### config.mk
export PLATFORM = sky130hd
export DESIGN_NAME = spi_bus_bridge
export DESIGN_NICKNAME = d
export VERILOG_FILES = /design/src/rtl/spi_bridge_pkg.sv /design/src/rtl/cmd_fifo.sv /design/src/rtl/spi_bus_bridge.sv
export SDC_FILE = /design/constraint.sdc
export NUM_CORES = 1
export LEC_CHECK = 0
export ABC_AREA = 1
export CAP_MARGIN = 20
export CORE_ASPECT_RATIO = 1.2
export CORE_UTILIZATION = 46
export CTS_CLUSTER_SIZE = 25
export DETAILED_ROUTE_END_ITERATION = 8
export PLACE_DENSITY = 0.76
export SLEW_MARGIN = 20
export SYNTH_ARGS = -nofsm -noshare
export SYNTH_HDL_FRONTEND = slang
export SYNTH_SLANG_ARGS = --single-unit
### constraint.sdc
create_clock -name clk_i -period 2.4 [get_ports clk_i]
set_input_delay 0.48 -clock clk_i [delete_from_list [all_inputs] [get_ports clk_i]]
set_output_delay 0.48 -clock clk_i [all_outputs]
set_load 0.01 [all_outputs]
### src/rtl/spi_bridge_pkg.sv
// rtl/spi_bridge_pkg.sv - shared types and default widths for the SPI register-bus bridge
package spi_bridge_pkg;

    localparam int ADDRESS_WIDTH = 15;
    localparam int DATA_WIDTH    = 16;

    typedef enum logic {
        IDLE   = 1'b0,
        ACCESS = 1'b1
    } bridge_state_t;

    // Packed command layout; the bridge packs FIFO entries in this same field order.
    typedef struct packed {
        logic [ADDRESS_WIDTH-1:0] addr;
        logic [DATA_WIDTH-1:0]    wdata;
        logic                     rd_wr;
    } bridge_cmd_t;

endpackage

### src/rtl/cmd_fifo.sv
// rtl/cmd_fifo.sv - synchronous show-ahead command FIFO
module cmd_fifo #(
    parameter int width = 32,
    parameter int depth = 2
) (
    input  logic             clk_i,
    input  logic             reset_i,
    input  logic             push,
    input  logic             pop,
    input  logic [width-1:0] wdata,
    output logic [width-1:0] rdata,
    output logic             full,
    output logic             empty
);

    localparam int ptr_width = $clog2(depth);

    logic [width-1:0]   mem [depth];
    logic [ptr_width:0] wr_ptr;
    logic [ptr_width:0] rd_ptr;
    logic               do_push;
    logic               do_pop;

    // Extra pointer bit tells full from empty when the indices coincide.
    assign empty   = (wr_ptr == rd_ptr);
    assign full    = (wr_ptr[ptr_width] != rd_ptr[ptr_width]) &&
                     (wr_ptr[ptr_width-1:0] == rd_ptr[ptr_width-1:0]);
    assign do_push = push && (!full || pop);
    assign do_pop  = pop && !empty;
    assign rdata   = mem[rd_ptr[ptr_width-1:0]];

    always_ff @(posedge clk_i) begin
        if (!reset_i) begin
            wr_ptr <= '0;
            rd_ptr <= '0;
        end else begin
            if (do_push) wr_ptr <= wr_ptr + 1'b1;
            if (do_pop)  rd_ptr <= rd_ptr + 1'b1;
        end
    end

    always_ff @(posedge clk_i) begin
        if (do_push) mem[wr_ptr[ptr_width-1:0]] <= wdata;
    end

endmodule

### src/rtl/spi_bus_bridge.sv
// rtl/spi_bus_bridge.sv - issues buffered SPI register commands on the req/ack register bus
module spi_bus_bridge
    import spi_bridge_pkg::*;
#(
    parameter int                    address_width  = ADDRESS_WIDTH,
    parameter int                    data_width     = DATA_WIDTH,
    parameter int                    fifo_depth     = 2,
    parameter int                    timeout_cycles = 16,
    parameter logic [data_width-1:0] timeout_data   = data_width'('hDEAD)
) (
    input  logic                     clk_i,
    input  logic                     reset_i,
    input  logic                     cmd_valid_i,
    input  logic [address_width-1:0] cmd_addr_i,
    input  logic [data_width-1:0]    cmd_wdata_i,
    input  logic                     cmd_rd_wr_i,
    output logic [data_width-1:0]    rsp_data_o,
    output logic                     rsp_valid_o,
    output logic                     bus_req_o,
    output logic                     bus_we_o,
    output logic [address_width-1:0] bus_addr_o,
    output logic [data_width-1:0]    bus_wdata_o,
    input  logic                     bus_ack_i,
    input  logic [data_width-1:0]    bus_rdata_i,
    output logic                     busy_o,
    output logic                     err_timeout_o,
    output logic                     err_overflow_o,
    input  logic                     err_clear_i
);

    localparam int cmd_width = address_width + data_width + 1;
    localparam int cnt_width = $clog2(timeout_cycles);
    localparam logic [cnt_width-1:0] cnt_last = cnt_width'(timeout_cycles - 1);

    bridge_state_t        state;
    bridge_state_t        state_next;
    logic                 fifo_push;
    logic                 fifo_pop;
    logic                 fifo_full;
    logic                 fifo_empty;
    logic [cmd_width-1:0] fifo_wdata;
    logic [cmd_width-1:0] fifo_rdata;
    logic [cnt_width-1:0] cnt;
    logic                 ack_seen;
    logic                 expired;

    assign fifo_pop   = (state == IDLE) && !fifo_empty;
    assign fifo_push  = cmd_valid_i && (!fifo_full || fifo_pop);
    assign fifo_wdata = {cmd_addr_i, cmd_wdata_i, cmd_rd_wr_i};
    assign ack_seen   = (state == ACCESS) && bus_req_o && bus_ack_i;
    // Ack on the final cycle still counts as a normal completion.
    assign expired    = (state == ACCESS) && !bus_ack_i && (cnt == cnt_last);

    cmd_fifo #(
        .width (cmd_width),
        .depth (fifo_depth)
    ) u_cmd_fifo (
        .clk_i   (clk_i),
        .reset_i (reset_i),
        .push    (fifo_push),
        .pop     (fifo_pop),
        .wdata   (fifo_wdata),
        .rdata   (fifo_rdata),
        .full    (fifo_full),
        .empty   (fifo_empty)
    );

    always_ff @(posedge clk_i) begin
        if (!reset_i) state <= IDLE;
        else          state <= state_next;
    end

    always_comb begin
        state_next = state;
        case (state)
            IDLE:    if (!fifo_empty) state_next = ACCESS;
            ACCESS:  if (ack_seen || expired) state_next = IDLE;
            default: state_next = IDLE;
        endcase
    end

    always_ff @(posedge clk_i) begin
        if (!reset_i) begin
            rsp_data_o     <= '0;
            rsp_valid_o    <= 1'b0;
            bus_req_o      <= 1'b0;
            bus_we_o       <= 1'b0;
            bus_addr_o     <= '0;
            bus_wdata_o    <= '0;
            busy_o         <= 1'b0;
            err_timeout_o  <= 1'b0;
            err_overflow_o <= 1'b0;
            cnt            <= '0;
        end else begin
            rsp_valid_o <= 1'b0;
            busy_o      <= fifo_push || !fifo_empty || (state_next == ACCESS);

            if (fifo_pop) begin
                bus_req_o  <= 1'b1;
                bus_we_o   <= fifo_rdata[0];
                bus_addr_o <= fifo_rdata[cmd_width-1 -: address_width];
                if (fifo_rdata[0]) bus_wdata_o <= fifo_rdata[data_width:1];
                cnt <= '0;
            end else if (ack_seen) begin
                bus_req_o   <= 1'b0;
                rsp_valid_o <= 1'b1;
                if (!bus_we_o) rsp_data_o <= bus_rdata_i;
            end else if (expired) begin
                bus_req_o   <= 1'b0;
                rsp_valid_o <= 1'b1;
                if (!bus_we_o) rsp_data_o <= timeout_data;
            end else if (state == ACCESS) begin
                cnt <= cnt + 1'b1;
            end

            if (expired)          err_timeout_o <= 1'b1;
            else if (err_clear_i) err_timeout_o <= 1'b0;

            if (cmd_valid_i && fifo_full && !fifo_pop) err_overflow_o <= 1'b1;
            else if (err_clear_i)                       err_overflow_o <= 1'b0;
        end
    end

endmodule
# Word level (Yosys, flattened, before mapping)
# Memories as Yosys holds them, arrays and structs flattened. A register that Yosys moved wholly into a read port is not among the register bits.
# Index checks and enable logic that the tools add are counted.
# totals
memories	1
regBits	62
mem_bits_rw	64
in_bits	53
rom_bits	0
latch_bits	0
# op_classes
div_mod_pow	0
bitwise_logic	5
n_eq_ne	6
reduce_logical	27
mul	0
order_cmp	0
shifts	0
n_mux	19
add_sub_neg	3
# mem_list
memory	depth	word_bits	rd	rd_ports_with_merged_regs	write_ports	line_no	rtl
u_cmd_fifo.mem	2	32	1	1	1	cmd_fifo.sv:18	logic [width-1:0] mem [depth];
# ops
operator	count
two-way mux 16 bit	4
two-way mux 1 bit	14
logical AND 1 bit	11
nonzero test 2 bit	3
NOT 1 bit	5
adder 2 x 1 -> 2 bit, second input constant	2
adder 4 x 1 -> 4 bit, second input constant	1
equality test 4 bit, second input constant	1
logical NOT 1 bit	4
logical OR 1 bit	4
inequality test 2 bit, second input constant	2
AND reduction 4 bit	1
AND reduction 3 bit	1
nonzero test 3 bit	1
equality test 2 bit	1
case mux 1 bit (2 select lines)	1
AND reduction 2 bit	1
OR reduction 2 bit	1
equality test 1 bit	1
inequality test 1 bit	1

# Logic depth before layout (Yosys ltp)
# Gate-level depths: netlist of run 1.
# depth
ltp_word	8
mapped_depth	10

# By module
# From an unflattened synthesis of run 1, not the netlist that was laid out.
# unflattened
hier_cells	461
area_unflattened_um2	4944.7
# modules_own_cells
module	cells_per_inst	area_each_um2	seq_area_each_um2	instances
cmd_fifo	146	2617.5	2021.9	1
spi_bus_bridge	315	2327.2	1161.1	1

# Worst setup path after synthesis of run 1
# No wires, ideal clock.
# synth_timing
kind	reg-to-reg
from	register u_cmd_fifo.rd_ptr[0]
to	memory u_cmd_fifo.mem[0][0], enable pin
setup_ns	0.421
synth_period_minus_slack_ns	2.529
path_buffers	0
stages_incl_launch_ff	7
path_slack_ns	-0.129
required_ns	1.979
arrival_time_ns	2.108
path_cell_list	dfxtp_1 inv_2 nand2_1 nand2_2 nand3_1 nand2_1 nor2_1
# synth_via
elab_chain_len	8
elab_cells_between_ends	11
# synth_rtl
element	line_no	rtl
from (decl)	cmd_fifo.sv:20	logic [ptr_width:0] rd_ptr;
from (signal assigned)	cmd_fifo.sv:38	if (do_pop) rd_ptr <= rd_ptr + 1'b1;
equality test 2 bit / equality test 1 bit (equally long branches)	cmd_fifo.sv:25, cmd_fifo.sv:27	
logical NOT 1 bit / logical AND 1 bit (equally long branches)	spi_bus_bridge.sv:47, cmd_fifo.sv:26	
logical AND 1 bit / logical NOT 1 bit (equally long branches)	spi_bus_bridge.sv:47, cmd_fifo.sv:28, spi_bus_bridge.sv:48	
logical OR 1 bit *	cmd_fifo.sv:28, spi_bus_bridge.sv:48	
logical AND 1 bit	spi_bus_bridge.sv:48	assign fifo_push = cmd_valid_i && (!fifo_full || fifo_pop);
logical AND 1 bit *	cmd_fifo.sv:28	assign do_push = push && (!full || pop);
two-way mux 1 bit *	cmd_fifo.sv:43	if (do_push) mem[wr_ptr[ptr_width-1:0]] <= wdata;
two-way mux 1 bit (implied by the code) *	cmd_fifo.sv:43	
to (decl)	cmd_fifo.sv:18	
# Every way passes the cells marked *; elsewhere a longest branch is shown, timed or not.

# Final worst setup path of run 1
# layout_timing
from	register bus_req_o
to	output bus_req_o
# layout_lines
element	line_no	rtl
from (decl)	spi_bus_bridge.sv:19	output logic bus_req_o,
from (signal assigned)	spi_bus_bridge.sv:86	bus_req_o <= 1'b0;
from (signal assigned)	spi_bus_bridge.sv:99	bus_req_o <= 1'b1;
from (signal assigned)	spi_bus_bridge.sv:105	bus_req_o <= 1'b0;
# No word-level cell between the ends.

==> flow_metrics.py, run 1 <==
metrics = {
    "outcome": {
        "run_status": "finished, final reports clean",
    },
    "timing": {
        "fmax_ghz": 0.543,
        "layout_setup_ws_ns": 0.557,
        "rsz0062_at_grt": "false",
        "maxSlewViolCount": 0,
        "skew_ns": 0.0131,
        "fin_crit_ns": 1.84,
        "setup_tns_ns": 0,
        "setup_violations": 0,
        "period_share_pct": 76.8,
        "finalHoldWorstSlack_ns": 0.463,
        "hold_viol": 0,
        "worst_pin_slew_ns": 0.768,
        "slew_headroom_pct": 48.8,
    },
    "cts": {
        "postCtsHoldBufs": 0,
        "cts_root_buf": "clkbuf_16",
        "cts_setup_buffers": 0,
        "cts.htree.levels": 4,
        "ctsLongestPathBuffers": 2,
        "cts_tree": "built",
        "cts_buffers": 17,
        "clkTransAtPathRegs_ns": 0.06,
        "post_cts_resized": 0,
        "cts_sinks": 127,
        "clk_latency_ns": 0.41,
    },
    "finish": {
        "multi_input_comb_area_um2": 1600,
        "syn_to_final_growth_pct": 33.2,
        "seqCellArea_um2": 3180,
        "layout-drive-gt1-share_pct": 8.62,
        "final_nets": 737,
        "diodes": 0,
        "fillCellCount": 889,
    },
    "synth": {
        "synth-edff-count": 64,
        "synth_most_common_cell": "nand2_1",
        "yosysWarnings": 0,
        "synth_common_cells": "nand2_1, nor2_1, edfxtp_1",
        "yosysSeqAreaShare_pct": 61.7,
        "synth_area_um2": 5160,
        "yosysTopAreaCell": "edfxtp_1",
        "syn_area_per_cell_um2": 8.92,
        "synthTopCellsByArea": "edfxtp_1, dfxtp_1, nand2_1",
        "async_reset_ff_share_pct": 0,
        "synth_ff_type": "edfxtp_1",
        "yosys.area.top_type_share_pct": 37.2,
        "synth_nets": 633,
        "synth_cells": 579,
        "synth_cell_types": 24,
        "ys_ff_latch": 127,
    },
    "floorplanning": {
        "start_util_pct": 47.0,
        "dieWidth_um": 98.7,
        "core_area_um2": 11000,
        "dieArea_um2": 11700,
        "rows": 42,
        "die_h_um": 118,
        "io_pins": 106,
    },
    "global_route": {
        "overflow": 0,
        "antenna_found_initial": 0,
        "grt_max_degree": 33,
        "grt_pass1_wl_mm": 18.7,
        "track_usage_pct": 20.8,
        "use_met3_pct": 4.93,
        "first_global_vias": 4022,
        "met1_usage_pct": 23.2,
        "gr-max-usage-layer": "met2",
        "use_met2_pct": 38.4,
    },
    "setup_path": {
        "crit-reg2reg-launch": "u_cmd_fifo.wr_ptr[0]",
        "r2r-end": "cnt[2]",
        "crit_family": "buffers and inverters",
        "crit_slowest_cell": "clkdlybuf4s50_1",
        "rr_worst_depth": 7,
        "path_cells": "clkdlybuf4s50_1",
        "start_kind": "register",
        "cp.required_ns": 1.92,
        "path_buf_inv": 1,
        "max_stage_delay_ns": 0.56,
        "cp_max_fo": 3,
        "critPathKind": "reg2out",
        "crit_arrival_ns": 1.36,
        "critPathCaptureType": "output port",
        "regToRegSetupSlack_ns": 0.67,
    },
    "hold_path": {
        "min_to": "bus_addr_o[0]",
        "hp-class": "reg2reg",
        "hp-start": "bus_addr_o[0]",
        "min_path_cells": 2,
    },
    "drt": {
        "via_count": 4044,
        "viasPerCell": 4.88,
        "antenna_left": 0,
        "drt_first_pass_iters": 4,
        "drt_iter0_markers": 208,
        "remaining_drc_errors": 0,
        "routedWlPerCell_um": 13.7,
        "routed_wl_mm": 11.4,
    },
    "power_and_ir_drop": {
        "peakVddDrop_mv": 0.658,
        "leakage_nw": 2.82,
        "power_density_nw_per_um2": 1090,
    },
    "place": {
        "dp_hpwl_mm": 7.71,
        "io_buffers": 105,
        "place_ws_ns": 0.313,
        "gp_congestion": 0.726,
    },
    "job": {
        "maxCapViolCount": 0,
    },
}
[cell families (layout without fill, tap and decap cells)]
logic type | count (synthesis) | count (layout) | synth area share [%]
xor gates and xnor gates | 1 | 1 | 0.170
DFF | 127 | 127 | 61.7
buffers and inverters | 91 | 208 | 7.59
and+or+nand+nor | 329 | 329 | 27.4
AOI/OAI and AO/OA | 30 | 30 | 2.91
adders and majority gates | 1 | 1 | 0.242
[area by class of cell]
cell class	count	share of cell area, %
timing repair buffer	115	16.7
inverter	61	3.35
sequential	127	46.3
clock buffer	18	6.24
tap	132	2.40
clock inverter	14	1.75
multi-input combinational	361	23.2
[layout by cell type (no fill, tap or decap)]
cell / Yosys / layout
and2_1: 2 / 2
clkdlybuf4s50_1: 0 / 105
clkinv_2: 1 / 6
buf_12: 0 / 2
nand4_1: 20 / 20
dfxtp_1: 63 / 63
and2_0: 14 / 14
clkinv_4: 0 / 3
edfxtp_1: 64 / 64
inv_2: 6 / 6
nand3_4: 1 / 1
nor2_2: 1 / 1
nor2_4: 0 / 1
nor2_1: 70 / 69
inv_6: 0 / 1
ha_1: 1 / 1
xor2_1: 1 / 1
nand2_2: 7 / 7
clkbuf_16: 0 / 17
inv_1: 54 / 54
a21oi_1: 30 / 30
bufinv_16: 0 / 1
buf_4: 2 / 8
nand2_4: 1 / 1
nand3_2: 1 / 1
clkinvlp_4: 0 / 4
nand2_1: 177 / 177
clkbuf_1: 8 / 1
nand3_1: 35 / 35
[power breakdown]
part           switching [mW]  leakage, nW  internal, mW  total, mW
clock network           0.925        0.262          1.42       2.34
logic                    1.32         1.44         0.945       2.27
registers               0.212         1.11          2.64       2.85
total                    2.46         2.82          5.00       7.46
[registers in the layout, summed over array words and instances, names as in the netlist, 2 cells and up, named ones only]
signal and count:
bus_wdata_o 16, u_cmd_fifo.wr_ptr 2, bus_addr_o 15, u_cmd_fifo.mem 64
u_cmd_fifo.rd_ptr 2, cnt 4, rsp_data_o 16
[metrics by stage]
stage | util [%] | cells | cell area, um^2 | total power, mW
after floorplan | - | 579 | 5160 | 4.26
after global placement | 57.6 | 796 | 6320 | 5.08
after detailed placement | 57.6 | 796 | 6320 | 5.17
after CTS | 62.6 | 828 | 6870 | 7.53
after global routing | 62.6 | 828 | 6870 | 7.90
final | 62.6 | 828 | 6870 | 7.46
[layer usage]
layer  vias up  part of all wire (%)
met1      1864                    41
met3         9                   4.4
met5         -                     0
met4         0                   1.2
li1       2054                     -
met2       117                    54
[worst max path at each step]
stage,startpoint,to,slack (ns),depth (start not counted)
6_report,bus_req_o,bus_req_o,0.56,1
5_1_grt,u_cmd_fifo.wr_ptr[0],cnt[0],0.48,7
4_1_cts,bus_req_o,bus_req_o,0.54,1
3_5_place_dp,bus_ack_i,rsp_data_o[3],0.31,10
3_3_place_gp,bus_ack_i,rsp_data_o[11],0.42,10
2_1_floorplan,u_cmd_fifo.rd_ptr[0],u_cmd_fifo.mem[0][0],0.40,6
[worst register-to-register path, delay by kind of cell (launching register included)]
kind | cells | cell delay, ns
DFF | 1 | 0.41
AOI/OAI and AO/OA | 1 | 0.06
buffers and inverters | 1 | 0.08
and+or+nand+nor | 5 | 1.06
Power figures use the tool's default switching activity.
==> run 2, diff against run 1 <==
- CORE_UTILIZATION: 46 -> 51
- PLACE_DENSITY: 0.76 -> 0.8
- clock period: 2.4 -> 1.8 ns (I/O delays scaled with it)
==> run 2 against run 1 <==
Die area shrank 9.6%. Worst setup slack lost 0.46 ns. Core utilization grew 9.0 points. Power grew 33%. Hold slack gained 0.0011 ns. Sequential share of layout area shrank 0.28 points. Register-to-register slack lost 0.54 ns. Final area grew 0.60%. Sequential power grew 33%. Combinational power grew 37%. Critical endpoint is now bus_wdata_o[0]. Largest cell class unchanged. Highest routed layer unchanged.
==> flow_metrics.py, run 2 (synthesized netlist as in run 1, its figures left out) <==
metrics = {
    "outcome": {
        "run_status": "finished, final reports clean",
    },
    "place": {
        "dpl_cell_area_um2": 6380,
        "gp_congestion": 0.787,
        "dp_hpwl_mm": 7.69,
        "io_buffers": 105,
    },
    "timing": {
        "fmax_ghz": 0.589,
        "slew_headroom_pct": 74.3,
        "setup_violations": 0,
        "skew_ns": 0.00558,
        "worst_pin_slew_ns": 0.384,
        "rsz0062_at_grt": "false",
        "hold_viol": 0,
        "period_share_pct": 94.4,
        "fin_crit_ns": 1.70,
        "maxSlewViolCount": 0,
    },
    "drt": {
        "drt_iter0_markers": 269,
        "drt_first_pass_iters": 5,
        "viasPerCell": 5.04,
        "routed_wl_mm": 11.8,
        "antenna_left": 0,
        "via_count": 4155,
        "routedWlPerCell_um": 14.3,
        "remaining_drc_errors": 0,
    },
    "global_route": {
        "overflow": 0,
        "first_global_vias": 4096,
        "grt_pass1_wl_mm": 18.9,
        "antenna_found_initial": 0,
        "grt_max_degree": 33,
        "track_usage_pct": 23.6,
    },
    "finish": {
        "largest_reg_flops": 64,
        "layout_common_cells": "nand2_1, clkdlybuf4s50_1, nor2_1",
        "design_area_um2": 6920,
        "diodes": 0,
        "final_nets": 742,
        "layout_commonest_cell": "nand2_1",
        "syn_to_final_growth_pct": 34.0,
        "post-route-util_pct": 71.6,
        "layout-drive-gt1-share_pct": 8.56,
    },
    "power_and_ir_drop": {
        "leakage_nw": 2.84,
        "power_density_nw_per_um2": 1440,
        "swShare_pct": 32.9,
        "p_sw_mw": 3.27,
        "peakVddDrop_mv": 1.03,
        "clock_power_share_pct": 30.5,
        "p_int_mw": 6.68,
        "power_frac_comb_pct": 31.3,
        "power_frac_seq_pct": 38.2,
    },
    "setup_path": {
        "critPathKind": "reg2out",
        "crit_slowest_cell": "clkdlybuf4s50_1",
        "r2r-end": "u_cmd_fifo.mem[0][10]",
        "crit_family": "buffers and inverters",
        "cp_max_fo": 2,
        "critPathCaptureType": "output port",
        "path_cells": "clkdlybuf4s50_1",
        "rr_worst_depth": 7,
        "max_stage_delay_ns": 0.57,
        "crit-reg2reg-launch": "u_cmd_fifo.wr_ptr[0]",
        "regToRegSetupSlack_ns": 0.13,
        "cp.required_ns": 1.44,
        "path_buf_inv": 1,
        "crit_arrival_ns": 1.34,
        "start_kind": "register",
    },
    "cts": {
        "clk_latency_ns": 0.41,
        "cts_tree": "built",
        "cts.htree.levels": 4,
        "clkTransAtPathRegs_ns": 0.06,
        "postCtsHoldBufs": 0,
        "ctsLongestPathBuffers": 2,
        "cts_root_buf": "clkbuf_16",
        "cts_setup_buffers": 0,
        "cts_buffers": 17,
        "cts_sinks": 127,
    },
    "hold_path": {
        "hp-start": "bus_addr_o[12]",
        "hp-class": "reg2reg",
        "min_path_cells": 2,
        "min_to": "bus_addr_o[12]",
    },
    "floorplanning": {
        "dieWidth_um": 93.8,
        "io_pins": 106,
        "start_util_pct": 53.4,
        "die_h_um": 112,
        "core_area_um2": 9660,
        "dieArea_um2": 10500,
        "rows": 39,
    },
    "job": {
        "maxCapViolCount": 0,
    },
}
## run 2: worst max-delay path by stage
stage                              start                    to  cells past startpoint
CTS                 u_cmd_fifo.wr_ptr[0]           rsp_valid_o                      7
finish                    bus_wdata_o[0]        bus_wdata_o[0]                      1
floorplan           u_cmd_fifo.wr_ptr[0]  u_cmd_fifo.mem[1][0]                      6
global placement               bus_ack_i        rsp_data_o[11]                     10
detailed placement             bus_ack_i         rsp_data_o[9]                     10
global route                      cnt[0]         rsp_data_o[2]                      9
## run 2: layout make-up
type	instances	area (um^2)
clock inverters	13	98.8
flip-flops and latches	127	3180
clock buffers	19	433
inverters	61	233
multi-input cells	361	1600
well taps	123	154
repair buffers	120	1210
fillers	684	2750
## run 2: power by group through the flow
stage	logic (mW)	clock network, mW	registers [mW]
5_1_grt	3.44	3.21	3.85
4_1_cts	3.11	3.07	3.80
3_3_place_gp	2.94	0	3.83
6_report	3.11	3.03	3.80
2_1_floorplan	1.76	0	3.92
3_5_place_dp	3.04	0	3.85
## run 2: what timing repair did
item | in CTS | in global routing
endpoints found under the hold margin | 0 | 0
setup endpoints to repair | 0 | 15
gates resized for setup | 0 | 2
## run 2: stage by stage
| step | hold slack, ns | setup slack (ns) | TNS (ns) | total power [mW] | std cells |
|---|---|---|---|---|---|
| detailed placement | 0.454 | -0.0724 | -0.534 | 6.89 | 792 |
| floorplan | 0.459 | -0.00961 | -0.308 | 5.69 | 579 |
| global route | 0.486 | 0.00141 | 0 | 10.5 | 824 |
| CTS | 0.469 | 0.0647 | 0 | 9.98 | 824 |
| global placement | 0.454 | 0.00870 | 0 | 6.77 | 792 |
| finish | 0.464 | 0.102 | 0 | 9.95 | 824 |
## run 2: metal layers
metal / up-vias / global-route usage, % / part of all wire (%)
met1: 1920 / 27.1 / 40
met4: 0 / 10.8 / 1.6
met5: - / 0 / 0
li1: 2061 / - / -
met3: 16 / 6.44 / 6.3
met2: 158 / 40.4 / 52
==> run 3, diff against run 2 <==
- CORE_MARGIN: unset -> 5
==> run 3 against run 2 <==
Sequential share of layout area down 0.058 points. Clock skew is 0.0047 ns higher. Die area is 16% higher. Largest power group unchanged. Highest routed layer unchanged.
==> flow_metrics.py, run 3 (synthesized netlist as in run 1, its figures left out) <==
metrics = {
    "outcome": {
        "run_status": "finished, final reports clean",
    },
    "power_and_ir_drop": {
        "leakage_nw": 2.85,
        "power_density_nw_per_um2": 1440,
        "p_int_mw": 6.70,
        "power_frac_comb_pct": 30.2,
        "p_sw_mw": 3.29,
        "power_frac_seq_pct": 38.1,
        "clock_power_share_pct": 31.7,
        "swShare_pct": 32.9,
        "peakVddDrop_mv": 0.974,
    },
    "cts": {
        "postCtsHoldBufs": 0,
        "cts.htree.levels": 4,
        "post_cts_resized": 0,
        "cts_tree": "built",
        "cts_root_buf": "clkbuf_16",
        "ctsLongestPathBuffers": 2,
        "cts_setup_buffers": 0,
        "cts_sinks": 127,
        "clk_latency_ns": 0.41,
        "clkTransAtPathRegs_ns": 0.06,
        "cts_buffers": 17,
    },
    "global_route": {
        "grt_pass1_wl_mm": 18.4,
        "overflow": 0,
        "first_global_vias": 3978,
        "track_usage_pct": 19.3,
        "grt_max_degree": 33,
        "antenna_found_initial": 0,
    },
    "finish": {
        "multi_input_comb_area_um2": 1600,
        "syn_to_final_growth_pct": 34.1,
        "seqCellArea_um2": 3180,
        "layout-drive-gt1-share_pct": 9.27,
        "largest_reg_flops": 64,
        "stdcell_count": 827,
        "layout_common_cells": "nand2_1, clkdlybuf4s50_1, nor2_1",
        "final_nets": 742,
        "fillCellCount": 784,
        "diodes": 0,
        "design_area_um2": 6920,
        "layout_commonest_cell": "nand2_1",
    },
    "floorplanning": {
        "rows": 40,
        "io_pins": 106,
        "core_area_um2": 9960,
        "dieWidth_um": 102,
        "start_util_pct": 51.8,
        "dieArea_um2": 12200,
        "die_h_um": 120,
    },
    "setup_path": {
        "critPathKind": "reg2out",
        "crit_arrival_ns": 1.35,
        "critPathCaptureType": "output port",
        "cp.required_ns": 1.44,
        "crit-reg2reg-launch": "u_cmd_fifo.wr_ptr[0]",
        "max_stage_delay_ns": 0.59,
        "r2r-end": "u_cmd_fifo.mem[0][10]",
        "rr_worst_depth": 7,
        "path_cells": "clkdlybuf4s50_1",
        "regToRegSetupSlack_ns": 0.23,
        "start_kind": "register",
        "cp_max_fo": 2,
        "path_buf_inv": 1,
        "crit_family": "buffers and inverters",
        "crit_slowest_cell": "clkdlybuf4s50_1",
    },
    "timing": {
        "hold_viol": 0,
        "maxSlewViolCount": 0,
        "layout_setup_ws_ns": 0.0902,
        "worst_pin_slew_ns": 0.399,
        "skew_ns": 0.0103,
        "period_share_pct": 95.0,
        "rsz0062_at_grt": "false",
        "fmax_ghz": 0.585,
        "fin_crit_ns": 1.71,
        "setup_violations": 0,
        "slew_headroom_pct": 73.4,
    },
    "drt": {
        "viasPerCell": 4.88,
        "drt_first_pass_iters": 5,
        "routedWlPerCell_um": 13.6,
        "routed_wl_mm": 11.2,
        "remaining_drc_errors": 0,
        "antenna_left": 0,
        "drt_iter0_markers": 273,
        "via_count": 4037,
    },
    "place": {
        "place_ws_ns": 0.0530,
        "io_buffers": 105,
        "dp_hpwl_mm": 7.77,
        "dpl_cell_area_um2": 6350,
        "gp_congestion": 0.857,
        "dp.cells": 795,
    },
    "hold_path": {
        "min_path_cells": 2,
        "min_to": "bus_addr_o[3]",
        "hp-class": "reg2reg",
        "hp-start": "bus_addr_o[3]",
    },
    "job": {
        "maxCapViolCount": 0,
    },
}
run 3: changes by cell type in the layout (fill, tap and decap cells not counted), sizes merged:
cell | previous run | this run
inv | 60 | 63
clkbuf | 19 | 17
clkinv | 9 | 8
run 3: tightest hold or removal path, cell delays in order (launching register included):
cell	delay [ns]
dfxtp_1	0.31
nand2_1	0.06
a21oi_1	0.05
run 3: stage by stage:
stage	utilization [%]	power, mW	TNS, ns	hold WS, ns
6_report	69.5	9.99	0	0.466
5_1_grt	69.5	10.6	0	0.481
4_1_cts	69.5	10.1	0	0.470
2_1_floorplan	-	5.69	-0.308	0.459
3_5_place_dp	63.8	6.86	0	0.457
3_3_place_gp	63.8	6.77	0	0.451
run 3: cell type report:
cell class	count	share of cell area, %
Sequential cell	127	46.0
Tap cell	126	2.28
Clock inverter	15	2.01
Inverter	61	3.32
Multi-Input combinational cell	361	23.1
Timing Repair Buffer	120	17.2
Clock buffer	17	6.14
run 3: worst max path at each step:
stage | from | end | slack [ns] | cells past startpoint
after floorplan | u_cmd_fifo.wr_ptr[0] | u_cmd_fifo.mem[1][0] | -0.01 | 6
after global placement | cmd_valid_i | u_cmd_fifo.mem[1][7] | 0.05 | 6
after detailed placement | cmd_valid_i | u_cmd_fifo.mem[1][12] | 0.05 | 6
after CTS | bus_addr_o[1] | bus_addr_o[1] | 0.08 | 1
after global routing | bus_wdata_o[13] | bus_wdata_o[13] | 0.05 | 1
final | bus_addr_o[1] | bus_addr_o[1] | 0.09 | 1
run 3: routing by layer:
| metal | share of wire (%) | GRT usage, % | up-vias |
|---|---|---|---|
| met5 | 0 | 0 | - |
| met4 | 2.4 | 9.52 | 0 |
| met3 | 5.7 | 5.02 | 19 |
| met2 | 51 | 33.1 | 127 |
| met1 | 41 | 21.9 | 1820 |
| li1 | - | - | 2071 |
run 3: power groups by stage:
stage	clock network (mW)	registers [mW]	logic, mW
4_1_cts	3.23	3.81	3.03
2_1_floorplan	0	3.92	1.76
3_5_place_dp	0	3.86	3.00
6_report	3.16	3.81	3.02
5_1_grt	3.37	3.86	3.37
3_3_place_gp	0	3.84	2.92
